--- src/rtl/dcp_pkg.sv ---
// Shared encodings for the debug control processor run controller:
// stop causes, sequencer states and the command characters behind each mode.
package dcp_pkg;

    localparam byte CMD_STEP = "T";
    localparam byte CMD_RUN  = "G";

    typedef enum logic [2:0] {
        CAUSE_NONE = 3'd0,
        CAUSE_STEP = 3'd1,
        CAUSE_BP0  = 3'd2,
        CAUSE_BP1  = 3'd3,
        CAUSE_HALT = 3'd4,
        CAUSE_TMO  = 3'd5
    } cause_e;

    typedef enum logic [2:0] {
        ST_IDLE,
        ST_HI,
        ST_LO,
        ST_CHK,
        ST_FIN
    } state_e;

    // Mode encodings reuse the command characters so a latched mode reads as the command.
    typedef enum logic [7:0] {
        MODE_STEP = CMD_STEP,
        MODE_RUN  = CMD_RUN
    } mode_e;

endpackage

--- src/rtl/dcp_run_ctrl_if.sv ---
// Command/status bundle between the debug command logic and the CPU-clock sequencer.
interface dcp_run_ctrl_if #(
    parameter int unsigned CNT_W = 32
);
    logic             step_req;
    logic             run_req;
    logic             halt_req;
    logic [1:0]       bp_en;
    logic [31:0]      bp0;
    logic [31:0]      bp1;
    logic [31:0]      pc_chk;
    logic             clk_cpu;
    logic             busy;
    logic             done;
    logic [2:0]       cause;
    logic [CNT_W-1:0] cyc_cnt;

    modport master (
        output step_req, run_req, halt_req, bp_en, bp0, bp1, pc_chk,
        input  clk_cpu, busy, done, cause, cyc_cnt
    );

    modport slave (
        input  step_req, run_req, halt_req, bp_en, bp0, bp1, pc_chk,
        output clk_cpu, busy, done, cause, cyc_cnt
    );
endinterface

--- src/rtl/dcp_bp_cmp.sv ---
// Two-entry breakpoint comparator: flags which enabled breakpoint matches the next PC.
module dcp_bp_cmp (
    input  logic [1:0]  bp_en,
    input  logic [31:0] bp0,
    input  logic [31:0] bp1,
    input  logic [31:0] pc_chk,
    output logic        hit0,
    output logic        hit1
);

    assign hit0 = bp_en[0] && (pc_chk == bp0);
    assign hit1 = bp_en[1] && (pc_chk == bp1);

endmodule

--- src/rtl/dcp_run_ctrl.sv ---
// CPU-clock sequencer: issues clk_cpu pulses for step/run commands and
// reports why sequencing stopped (step, breakpoint, halt or cycle budget).
module dcp_run_ctrl
    import dcp_pkg::*;
#(
    parameter int unsigned      HALF    = 2,
    parameter int unsigned      CNT_W   = 32,
    parameter logic [CNT_W-1:0] MAX_CYC = {CNT_W{1'b1}}
) (
    input  logic            clk,
    input  logic            rstn,
    dcp_run_ctrl_if.slave   bus
);

    localparam logic [7:0]       PH_LAST = 8'(HALF - 1);
    localparam logic [CNT_W-1:0] CNT_ONE = {{(CNT_W-1){1'b0}}, 1'b1};

    state_e           state_q;
    mode_e            mode_q;
    cause_e           cause_q;
    cause_e           stop_cause;
    logic [7:0]       ph_q;
    logic [CNT_W-1:0] cyc_cnt_q;
    logic             clk_cpu_q;
    logic             busy_q;
    logic             done_q;
    logic             hit0;
    logic             hit1;

    dcp_bp_cmp u_bp_cmp (
        .bp_en  (bus.bp_en),
        .bp0    (bus.bp0),
        .bp1    (bus.bp1),
        .pc_chk (bus.pc_chk),
        .hit0   (hit0),
        .hit1   (hit1)
    );

    // NOTE: every variable assigned in always_comb gets a default first, so no latch is inferred.
    always_comb begin
        stop_cause = CAUSE_NONE;
        if (mode_q == MODE_STEP)        stop_cause = CAUSE_STEP;
        else if (bus.halt_req)          stop_cause = CAUSE_HALT;
        else if (hit0)                  stop_cause = CAUSE_BP0;
        else if (hit1)                  stop_cause = CAUSE_BP1;
        else if (cyc_cnt_q == MAX_CYC)  stop_cause = CAUSE_TMO;
    end

    // NOTE: sequential state uses non-blocking assignments only, so every register samples pre-edge values.
    always_ff @(posedge clk or negedge rstn) begin
        if (!rstn) begin
            state_q   <= ST_IDLE;
            mode_q    <= MODE_STEP;
            cause_q   <= CAUSE_NONE;
            ph_q      <= 8'd0;
            cyc_cnt_q <= '0;
            clk_cpu_q <= 1'b0;
            busy_q    <= 1'b0;
            done_q    <= 1'b0;
        end else begin
            unique case (state_q)
                ST_IDLE: begin
                    if (bus.step_req || bus.run_req) begin
                        mode_q    <= bus.step_req ? MODE_STEP : MODE_RUN;
                        state_q   <= ST_HI;
                        clk_cpu_q <= 1'b1;
                        busy_q    <= 1'b1;
                        cause_q   <= CAUSE_NONE;
                        cyc_cnt_q <= '0;
                        ph_q      <= 8'd0;
                    end
                end
                ST_HI: begin
                    if (ph_q == PH_LAST) begin
                        state_q   <= ST_LO;
                        clk_cpu_q <= 1'b0;
                        ph_q      <= 8'd0;
                        // Saturate rather than wrap so a long run never reports a small count.
                        if (cyc_cnt_q != {CNT_W{1'b1}}) cyc_cnt_q <= cyc_cnt_q + CNT_ONE;
                    end else begin
                        ph_q <= ph_q + 8'd1;
                    end
                end
                ST_LO: begin
                    if (ph_q == PH_LAST) begin
                        state_q <= ST_CHK;
                        ph_q    <= 8'd0;
                    end else begin
                        ph_q <= ph_q + 8'd1;
                    end
                end
                ST_CHK: begin
                    if (stop_cause != CAUSE_NONE) begin
                        state_q <= ST_FIN;
                        done_q  <= 1'b1;
                        cause_q <= stop_cause;
                    end else begin
                        state_q   <= ST_HI;
                        clk_cpu_q <= 1'b1;
                    end
                end
                ST_FIN: begin
                    state_q <= ST_IDLE;
                    done_q  <= 1'b0;
                    busy_q  <= 1'b0;
                end
                default: begin
                    state_q   <= ST_IDLE;
                    clk_cpu_q <= 1'b0;
                    busy_q    <= 1'b0;
                    done_q    <= 1'b0;
                end
            endcase
        end
    end

    assign bus.clk_cpu = clk_cpu_q;
    assign bus.busy    = busy_q;
    assign bus.done    = done_q;
    assign bus.cause   = cause_q;
    assign bus.cyc_cnt = cyc_cnt_q;

endmodule
--- src/flat_wrapper.sv ---
// flat-port wrapper written by rule: the top's interface ports become plain ports
module dcp_run_ctrl_flat import dcp_pkg::*;
#(
    parameter int unsigned      HALF    = 2,
    parameter int unsigned      CNT_W   = 32,
    parameter logic [CNT_W-1:0] MAX_CYC = {CNT_W{1'b1}}
)
  (clk, rstn, bus_step_req, bus_run_req, bus_halt_req, bus_bp_en, bus_bp0, bus_bp1, bus_pc_chk, bus_clk_cpu, bus_busy, bus_done, bus_cause, bus_cyc_cnt);
  dcp_run_ctrl_if #(.CNT_W(CNT_W)) bus_i ();
  input  logic clk;
  input  logic rstn;
  input wire logic [$bits(bus_i.step_req)-1:0] bus_step_req;
  input wire logic [$bits(bus_i.run_req)-1:0] bus_run_req;
  input wire logic [$bits(bus_i.halt_req)-1:0] bus_halt_req;
  input wire logic [$bits(bus_i.bp_en)-1:0] bus_bp_en;
  input wire logic [$bits(bus_i.bp0)-1:0] bus_bp0;
  input wire logic [$bits(bus_i.bp1)-1:0] bus_bp1;
  input wire logic [$bits(bus_i.pc_chk)-1:0] bus_pc_chk;
  output wire logic [$bits(bus_i.clk_cpu)-1:0] bus_clk_cpu;
  output wire logic [$bits(bus_i.busy)-1:0] bus_busy;
  output wire logic [$bits(bus_i.done)-1:0] bus_done;
  output wire logic [$bits(bus_i.cause)-1:0] bus_cause;
  output wire logic [$bits(bus_i.cyc_cnt)-1:0] bus_cyc_cnt;
  assign bus_i.step_req = bus_step_req;
  assign bus_i.run_req = bus_run_req;
  assign bus_i.halt_req = bus_halt_req;
  assign bus_i.bp_en = bus_bp_en;
  assign bus_i.bp0 = bus_bp0;
  assign bus_i.bp1 = bus_bp1;
  assign bus_i.pc_chk = bus_pc_chk;
  assign bus_clk_cpu = bus_i.clk_cpu;
  assign bus_busy = bus_i.busy;
  assign bus_done = bus_i.done;
  assign bus_cause = bus_i.cause;
  assign bus_cyc_cnt = bus_i.cyc_cnt;
  dcp_run_ctrl #(.HALF(HALF), .CNT_W(CNT_W), .MAX_CYC(MAX_CYC)) u_core (.clk(clk), .rstn(rstn), .bus(bus_i));
endmodule
--- config.mk ---
export PLATFORM = sky130hd
export DESIGN_NAME = dcp_run_ctrl_flat
export DESIGN_NICKNAME = d
export VERILOG_FILES = /design/src/rtl/dcp_pkg.sv /design/src/rtl/dcp_run_ctrl_if.sv /design/src/rtl/dcp_bp_cmp.sv /design/src/rtl/dcp_run_ctrl.sv /design/src/flat_wrapper.sv
export SDC_FILE = /design/constraint.sdc
export NUM_CORES = 1
export LEC_CHECK = 0
export ABC_AREA = 1
export CAP_MARGIN = 20
export CORE_ASPECT_RATIO = 0.5
export CORE_MARGIN = 2
export CORE_UTILIZATION = 50
export DETAILED_ROUTE_END_ITERATION = 8
export DONT_BUFFER_PORTS = 1
export GPL_TIMING_DRIVEN = 0
export SETUP_SLACK_MARGIN = 0.5
export SYNTH_ARGS = -nofsm -noshare
export SYNTH_HDL_FRONTEND = slang
export SYNTH_SLANG_ARGS = --single-unit
--- constraint.sdc ---
create_clock -name clk -period 2 [get_ports clk]
set_input_delay 0.1 -clock clk [delete_from_list [all_inputs] [get_ports clk]]
set_output_delay 0.1 -clock clk [all_outputs]
set_load 0.02 [all_outputs]
==> flow_summary.json, run 1 <==
{
  "final_hold_viol_count": 0,
  "required_ns": 2.15,
  "gp_congestion": 0.932,
  "layout_commonest_cell": "nand2_1",
  "grt_setup_unrepaired": "true",
  "fin_tns_setup_ns": -0.670,
  "path_clk_slew_ns": 0.07,
  "cp_max_fo": 10,
  "period_share": 1.03,
  "dp_cells": 895,
  "synthesis.nets": 884,
  "crit_end": "u_core.bus.cyc_cnt[19]",
  "antenna_found_initial": 0,
  "syn_to_final_growth_pct": 23.9,
  "relSlewSlack": 0.692,
  "wire_per_inst_microns": 14.9,
  "viasPerCell": 5.19,
  "synth_edf_count": 0,
  "drc": 0,
  "r2r_end": "u_core.bus.cyc_cnt[19]",
  "startpoint": "u_core.bus.cyc_cnt[25]",
  "clock-root-buffer": "clkbuf_16",
  "worst_slew_pin_slew_ns": 0.462,
  "dr.pass1.iters": 5,
  "initial_core_util": 0.523,
  "clock_skew_ns": 0.00461,
  "cts_tree": "yes",
  "syn_area_per_cell_sq_um": 5.94,
  "powerDensity_nw_per_um2": 916,
  "rows": 24,
  "synthArstFlopShare": 1.00,
  "cap_viol_max_count": 0,
  "clk_latency_ns": 0.28,
  "min_period_ns": 2.05,
  "ant_nets": 0,
  "max-vdd-ir-drop_mv": 0.675,
  "end_kind": "flip-flop",
  "min_path_type": "in -> reg",
  "ys_seq_area_frac": 0.277,
  "fin_cells": 944,
  "final_cell_mix": "268 x nand2_1, 134 x inv_1, 73 x nor2_1, 32 x buf_4, 30 x nand3_1",
  "die_x_microns": 140,
  "critPathKind": "reg -> reg",
  "fin_area_sq_um": 5730,
  "r2r_cells": 10,
  "die_area_sq_um": 10100,
  "p_leak_nw": 2.91,
  "synthFlopType": "dfrtp_1",
  "status": "complete, but fails checks",
  "cts_max_level": 2,
  "grt-ovfl-total": 0,
  "rrSetupSlack_ns": -0.05,
  "failed_checks": "negative setup slack",
  "hold-worst-slack_ns": 0.147,
  "fp.dieH_microns": 72.0,
  "postSynthCellCount": 778,
  "io_buffers": 0,
  "dp_hpwl_microns": 10700,
  "grt_max_degree": 52,
  "cts_made_buffers": 5,
  "synth.distinct_cells": 39,
  "drtIter0Drc": 223,
  "final_util": 0.649,
  "clk_path_buf_depth": 2,
  "vias": 4897,
  "crit_arrival_ns": 2.20,
  "routed_wirelength_microns": 14100,
  "setup_violations": 23,
  "core-area_sq_um": 8830,
  "max_freq_mhz": 487,
  "cp-start-kind": "flip-flop",
  "ys_warn_count": 0,
  "cts.sinks": 51,
  "grt_pass1_wl_microns": 22200,
  "ios": 141,
  "drive_above_1_share": 0.204,
  "synth_area_sq_um": 4620,
  "nNetsFinal": 932,
  "r2r_start": "u_core.bus.cyc_cnt[25]",
  "dpl_cell_area_sq_um": 4850,
  "drv_slew": 0,
  "grt.total_usage": 0.274,
  "fin_ws_ns": -0.0535,
  "grt_pass1_vias": 4773,
  "diodes": 0,
  "ys_ff_latch": 51
}
[kinds of logic after synthesis]
family                     share of synthesized area
buffers and inverters                          0.131
DFF                                            0.277
adders and majority gates                    0.00813
xor gates and xnor gates                      0.0720
AOI/OAI and AO/OA                             0.0834
and+or+nand+nor                                0.429
[critical path: stages, from the launching register on]
cell and delay, ns:
dfrtp_2 0.52, nand2_2 0.08, nor3_2 0.18, nand2_1 0.09, nor2_2 0.13, nand4_1 0.14
or2_1 0.28, nand2_4 0.14, buf_6 0.14, buf_8 0.14, o31ai_1 0.08
[power by group]
part	switching [mW]	leakage [nW]	total, mW	internal [mW]
registers	0.226	0.643	1.42	1.20
logic	1.78	2.20	2.99	1.21
clock network	0.367	0.0679	0.831	0.464
[through the flow]
step | power, mW | setup slack, ns
2_1_floorplan | 2.83 | 0.268
3_3_place_gp | 3.24 | -0.0788
3_5_place_dp | 3.27 | -0.0940
4_1_cts | 4.53 | -0.0403
5_1_grt | 5.55 | -0.136
6_report | 5.24 | -0.0535
[worst min-delay path by stage]
stage                            start                endpoint  slack, ns  depth (start not counted)
after floorplan                   rstn         u_core.bus.busy      -0.20                          0
after global placement            rstn  u_core.bus.cyc_cnt[15]      -0.19                          0
after detailed placement          rstn  u_core.bus.cyc_cnt[15]      -0.19                          0
after CTS                  bus_run_req        u_core.mode_q[4]       0.13                          3
after global routing      bus_halt_req     u_core.bus.cause[2]       0.21                          4
final                     bus_halt_req     u_core.bus.cause[2]       0.15                          4
[synthesized netlist by cell type, types with 3 or more instances]
master	instances	area, sq um
nand3_1	35	175
nand2_2	3	18.8
xnor2_1	23	201
xor2_1	15	131
buf_2	3	15.0
nor3_1	25	125
nor2_1	80	300
nand2_1	286	1070
o31ai_1	19	143
o21ai_1	10	50.1
o21a_1	3	22.5
ha_1	3	37.5
a31oi_1	3	18.8
nand4_1	21	131
o21ai_0	10	50.1
inv_1	143	537
nor4_1	5	31.3
a21oi_1	11	55.1
dfrtp_1	50	1250
[routing by layer]
metal,share of wire,track usage,vias up
li1,-,-,2506
met4,0.018,0.0744,0
met5,0,0,-
met2,0.49,0.504,161
met1,0.40,0.314,2207
met3,0.089,0.0858,23
[timing repair]
action / in CTS / in global routing
hold buffers: 3 / 0
pin swaps: 21 / 25
resized for setup: 47 / 64
endpoints found under the setup margin: 45 / 46
setup buffers: 20 / 17
cloned: 1 / 0
hold endpoints to repair: 52 / 0
[registers in the layout (all words and copies together) (netlist names)]
signal and cells:
u_core.mode_q 2, u_core.bus.busy 1, u_core.bus.clk_cpu 1, u_core.bus.cyc_cnt 32, u_core.state_q 3, u_core.ph_q 8, u_core.bus.cause 3, u_core.bus.done 1
[final cells by class]
cell class              instances  area [sq um]
plain buffers                   8          85.1
repair buffers                 41           364
fillers                       828          3100
clock buffers                   7           133
clock inverters                 1          5.00
flip-flops and latches         51          1310
multi-input cells             572          3110
well taps                     117           146
inverters                     147           569
(Power assumes the default switching activity.)
==> run 2: changes to the inputs <==
--- a/config.mk
+++ b/config.mk
@@ -9,7 +9,7 @@
 export CAP_MARGIN = 20
 export CORE_ASPECT_RATIO = 0.5
 export CORE_MARGIN = 2
-export CORE_UTILIZATION = 50
+export CORE_UTILIZATION = 33
 export DETAILED_ROUTE_END_ITERATION = 8
 export DONT_BUFFER_PORTS = 1
 export GPL_TIMING_DRIVEN = 0
==> run 2 against run 1 <==
Compared with the run above: clock power is 22% higher; non-clock buffer count shrank 10; worst hold slack got worse by 0.0077 ns; critical path depth unchanged; die area up 49%; utilization is 23 points lower; clock skew is 0.0012 ns higher; combinational power down 3%; critical endpoint is now u_core.bus.cyc_cnt[7]; highest routed layer unchanged; the run still ends with negative setup slack left; register-to-register slack about the same; sequential share of layout area decreased by 0.098 points; critical path type unchanged.
==> flow_summary.json, run 2 (synthesis results as in run 1) <==
{
  "clk_latency_ns": 0.29,
  "dpl_cell_area_sq_um": 4940,
  "fin_ws_ns": -0.0481,
  "die_area_sq_um": 15000,
  "diodes": 0,
  "antenna_found_initial": 0,
  "drc": 0,
  "max_freq_mhz": 488,
  "clk_path_buf_depth": 2,
  "initial_core_util": 0.339,
  "fin_tns_setup_ns": -0.525,
  "grt.total_usage": 0.196,
  "max-vdd-ir-drop_mv": 0.513,
  "ios": 141,
  "nNetsFinal": 922,
  "setup_violations": 24,
  "routed_wirelength_microns": 14800,
  "period_share": 1.02,
  "core-area_sq_um": 13600,
  "wire_per_inst_microns": 14.6,
  "crit_arrival_ns": 2.20,
  "status": "complete, but fails checks",
  "grt_setup_unrepaired": "true",
  "final_cell_mix": "275 x nand2_1, 134 x inv_1, 74 x nor2_1, 29 x dfrtp_2, 27 x buf_4",
  "gp_congestion": 0.919,
  "drtIter0Drc": 306,
  "rrSetupSlack_ns": -0.05,
  "cts_max_level": 2,
  "io_buffers": 0,
  "grt_pass1_wl_microns": 23100,
  "cp_max_fo": 7,
  "layout_commonest_cell": "nand2_1",
  "p_leak_nw": 2.82,
  "place_ws_ns": -0.198,
  "syn_to_final_growth_pct": 24.6,
  "clock-root-buffer": "clkbuf_16",
  "final_hold_viol_count": 0,
  "hold-worst-slack_ns": 0.139,
  "grt-ovfl-total": 0,
  "final_util": 0.422,
  "powerDensity_nw_per_um2": 929,
  "path_cells": "nand2_2 > nor3_4 > nand2_1 > nor2_2 > nand4_1 > or2_1 > nand2_4 > buf_8 > buf_12 > o31ai_2",
  "ant_nets": 0,
  "viasPerCell": 4.85,
  "path_clk_slew_ns": 0.07,
  "largest_reg_flops": 32,
  "relSlewSlack": 0.590,
  "fp.dieH_microns": 87.7,
  "drive_above_1_share": 0.197,
  "failed_checks": "negative setup slack",
  "min_period_ns": 2.05,
  "clock_skew_ns": 0.00577,
  "rows": 30,
  "required_ns": 2.15,
  "end_kind": "flip-flop",
  "worst_slew_pin_slew_ns": 0.615,
  "dr.pass1.iters": 5,
  "cts_made_buffers": 5,
  "grt_max_degree": 52,
  "min_path_type": "in -> reg",
  "cap_viol_max_count": 0,
  "drv_slew": 0,
  "cts.sinks": 51,
  "fin_area_sq_um": 5760,
  "vias": 4889,
  "crit_path_max_incr_delay_ns": 0.51,
  "cts_tree": "yes",
  "cp_slowest_cell": "dfrtp_2",
  "cp-start-kind": "flip-flop",
  "critPathKind": "reg -> reg",
  "die_x_microns": 171,
  "grt_pass1_vias": 4545,
  "dp_hpwl_microns": 11800
}
run 2: cell types whose count changed in the layout (fill, tap and decap cells not counted), sizes merged:
cell / delta
buf: -9
clkbuf: -3
bufinv: +1
clkinv: -1
clkinvlp: +1
inv: +1
run 2: power breakdown:
part / switching [mW] / internal, mW
Sequential: 0.237 / 1.20
Clock: 0.412 / 0.596
Combinational: 1.74 / 1.16
Total: 2.39 / 2.96
run 2: worst paths after layout:
kind                       cells past startpoint                    end              startpoint
max                                           10  u_core.bus.cyc_cnt[7]  u_core.bus.cyc_cnt[25]
min in group asynchronous                      2    u_core.bus.cause[2]                    rstn
max in group asynchronous                      2       u_core.mode_q[4]                    rstn
max reg2reg                                   10  u_core.bus.cyc_cnt[7]  u_core.bus.cyc_cnt[25]
min                                            4    u_core.bus.cause[2]            bus_halt_req
min reg2reg                                    2       u_core.mode_q[4]        u_core.mode_q[4]
run 2: layout make-up:
class | count | area, sq um
well taps | 192 | 240
multi-input cells | 572 | 3100
clock buffers | 5 | 125
plain buffers | 8 | 72.6
flip-flops and latches | 51 | 1310
repair buffers | 31 | 290
fillers | 1421 | 7870
clock inverters | 3 | 46.3
inverters | 147 | 569
run 2: repair_timing:
| action | CTS | global route |
|---|---|---|
| pin swaps | 17 | 26 |
| resized for setup | 43 | 58 |
| hold buffers | 3 | 0 |
| buffers inserted | 10 | 18 |
| setup endpoints to repair | 45 | 46 |
| hold endpoints to repair | 53 | 0 |
run 2: metrics by stage:
stage	cells	power, mW
finish	1009	5.35
global route	1009	5.68
CTS	991	4.71
detailed placement	970	3.30
global placement	970	3.27
floorplan	778	2.83
run 2: worst max-delay path, delay by kind of cell (launching register included):
| kind | cells | cell delay [ns] |
|---|---|---|
| simple gates | 7 | 1.06 |
| flops | 1 | 0.51 |
| buf+inv | 2 | 0.27 |
| compound gates | 1 | 0.06 |
run 2: routing by layer:
metal | routed length [microns] | GRT usage | part of all wire | vias up
li1 | - | - | - | 2489
met1 | 6640 | 0.261 | 0.45 | 2253
met2 | 6930 | 0.330 | 0.47 | 142
met3 | 1120 | 0.0429 | 0.076 | 5
met4 | 81 | 0.0370 | 0.0055 | 0
met5 | 0 | 0 | 0 | -
==> run 3: changes to the inputs <==
--- a/config.mk
+++ b/config.mk
@@ -5,8 +5,6 @@
 export SDC_FILE = /design/constraint.sdc
 export NUM_CORES = 1
 export LEC_CHECK = 0
-export ABC_AREA = 1
-export CAP_MARGIN = 20
 export CORE_ASPECT_RATIO = 0.5
 export CORE_MARGIN = 2
 export CORE_UTILIZATION = 33
==> run 3 against run 2 <==
Compared with the run above: the run still ends with negative setup slack left; via count shrank 40%; final cell count shrank 45%; synthesized cell count shrank 51%; critical endpoint is now u_core.bus.cyc_cnt[25]; largest cell class unchanged.
==> flow_summary.json, run 3 <==
{
  "status": "complete, but fails checks",
  "failed_checks": "negative setup slack",
  "max_freq_mhz": 470,
  "ys_seq_area_frac": 0.375,
  "critPathKind": "reg -> reg",
  "end_kind": "flip-flop",
  "io_buffers": 0,
  "grt_pass1_wl_microns": 15700,
  "yosysMostFrequentCell": "xor2_1",
  "clk_latency_ns": 0.29,
  "nNetsFinal": 517,
  "fin_ws_ns": -0.129,
  "cap_viol_max_count": 0,
  "synth.largest_area_cell": "dfrtp_1",
  "max-vdd-ir-drop_mv": 0.413,
  "clk_path_buf_depth": 2,
  "syn_area_per_cell_sq_um": 8.97,
  "clock-root-buffer": "clkbuf_16",
  "fin_tns_setup_ns": -0.969,
  "period_share": 1.06,
  "drv_slew": 0,
  "ys_warn_count": 0,
  "powerDensity_nw_per_um2": 894,
  "grt-ovfl-total": 0,
  "cts_max_level": 2,
  "die_x_microns": 148,
  "min_path_type": "in -> reg",
  "synth_area_sq_um": 3410,
  "synth.distinct_cells": 51,
  "initial_core_util": 0.337,
  "crit_buf_inv": 1,
  "cts_tree": "yes",
  "min_period_ns": 2.13,
  "setup_violations": 17,
  "synthFlopType": "dfrtp_1",
  "p_leak_nw": 1.64,
  "path_clk_slew_ns": 0.07,
  "routed_wirelength_microns": 10000,
  "worst_slew_pin_slew_ns": 0.542,
  "cp_slowest_cell": "dfrtp_1",
  "hold-worst-slack_ns": 0.0198,
  "antenna_found_initial": 0,
  "gp_congestion": 0.781,
  "drc": 0,
  "drtIter0Drc": 151,
  "relSlewSlack": 0.637,
  "dr.pass1.iters": 4,
  "clock_skew_ns": 0.00783,
  "cts_made_buffers": 5,
  "cp-start-kind": "flip-flop",
  "ios": 141,
  "ant_nets": 0,
  "crit_arrival_ns": 2.34,
  "grt_setup_unrepaired": "true",
  "cts.sinks": 51,
  "fp.dieH_microns": 75.9,
  "viasPerCell": 5.32,
  "critical_path.top_delay_family": "simple AND/OR/NAND/NOR gates",
  "ys_ff_latch": 51,
  "core-area_sq_um": 10100,
  "synthArstFlopShare": 1.00,
  "crit_path_max_incr_delay_ns": 0.39,
  "grt_max_degree": 52,
  "required_ns": 2.21,
  "grt_pass1_vias": 2861,
  "place_ws_ns": -0.248,
  "wire_per_inst_microns": 18.1,
  "rows": 26,
  "final_cell_mix": "56 x xor2_1, 41 x nor2_1, 36 x xnor2_1, 25 x dfrtp_1, 25 x dfrtp_2",
  "fin_area_sq_um": 4260,
  "synth_edf_count": 0,
  "vias": 2937,
  "cp_max_fo": 8,
  "grt.total_usage": 0.178,
  "dpl_cell_area_sq_um": 3640,
  "largest_reg_flops": 32,
  "dp_hpwl_microns": 7540,
  "yosysTopAreaCellShare": 0.367,
  "final_hold_viol_count": 0,
  "diodes": 0,
  "yosys-top-cells-count": "56 x xor2_1, 50 x dfrtp_1, 49 x nor2_1",
  "syn_to_final_growth_pct": 25.0,
  "layout_commonest_cell": "xor2_1",
  "die_area_sq_um": 11200,
  "synth_area_leaders": "dfrtp_1 37%, xor2_1 14%, xnor2_1 9.3%",
  "postSynthCellCount": 380,
  "path_cells": "inv_2 > ha_4 > nor4b_4 > nand3_2 > a31o_4 > a21oi_4 > nand3_4 > or3_4 > a21oi_2",
  "drive_above_1_share": 0.269,
  "synthesis.nets": 486
}
## run 3: cell types whose count changed in the layout (fill, tap and decap cells not counted), moves of 6 or more
cell     before  now
xor2_1       15   56
nand2_1     275   14
inv_2         8    1
o31ai_2       7    0
nor3_2       11    4
inv_1       134   10
o31ai_1      11    1
xnor2_1      23   36
and3_1        0    8
nor3_1       14    2
nand2_2      11    1
nor2_1       74   41
buf_4        27   15
nand3_1      26   20
## run 3: final cells by class
cell class	count	area [sq um]
Tap cell	140	175
Buffer	7	43.8
Sequential cell	51	1310
Inverter	12	48.8
Timing Repair Buffer	24	226
Fill cell	986	5860
Multi-Input combinational cell	310	2320
Clock buffer	6	129
Clock inverter	2	12.5
## run 3: path summary, 6_finish.rpt
| check | from | end | slack [ns] | depth (start not counted) |
|---|---|---|---|---|
| min in group asynchronous | rstn | u_core.mode_q[1] | 0.32 | 2 |
| max reg2reg | u_core.ph_q[1] | u_core.bus.cyc_cnt[25] | -0.13 | 9 |
| min reg2reg | u_core.ph_q[0] | u_core.ph_q[0] | 0.53 | 1 |
| max in group asynchronous | rstn | u_core.mode_q[4] | 1.41 | 2 |
| max | u_core.ph_q[1] | u_core.bus.cyc_cnt[25] | -0.13 | 9 |
| min | bus_halt_req | u_core.bus.cause[2] | 0.02 | 2 |
## run 3: layer usage
| layer | vias up | routed length, microns | GRT usage |
|---|---|---|---|
| li1 | 1401 | - | - |
| met1 | 1443 | 4320 | 0.226 |
| met2 | 85 | 5030 | 0.326 |
| met3 | 8 | 587 | 0.0371 |
| met4 | 0 | 64 | 0.0321 |
| met5 | - | 0 | 0 |
## run 3: per-stage QoR
stage	cells	utilization	total power, mW
after floorplan	380	-	2.28
after global placement	520	0.360	2.53
after detailed placement	520	0.360	2.55
after CTS	547	0.406	3.66
after global routing	552	0.421	4.07
final	552	0.421	3.81
## run 3: timing repair
item	4_1_cts	5_1_grt
gates resized for setup	44	36
setup buffers	15	5
hold buffers	4	0
hold endpoints to repair	53	0
setup endpoints to repair	45	48
pin swaps	12	9
## run 3: cells by family after synthesis
logic type	after synthesis	synth area share
AO/OA/AOI/OAI	53	0.105
buffers and inverters	19	0.0224
multiplexers	1	0.00294
XOR/XNOR	92	0.236
AND/OR/NAND/NOR	161	0.247
adder cells (fa/ha/maj)	3	0.0110
flip-flops	51	0.375
## run 3: power by group
part	leakage [nW]	internal, mW	switching (mW)
Combinational	0.932	0.663	0.851
Sequential	0.646	1.19	0.261
Clock	0.0669	0.463	0.381
Total	1.64	2.31	1.49
## run 3: worst register-to-register path, stage by stage (launching register included)
cell and delay [ns]:
dfrtp_1 0.39, inv_2 0.08, ha_4 0.11, nor4b_4 0.24
nand3_2 0.14, a31o_4 0.25, a21oi_4 0.22, nand3_4 0.14
or3_4 0.36, a21oi_2 0.13
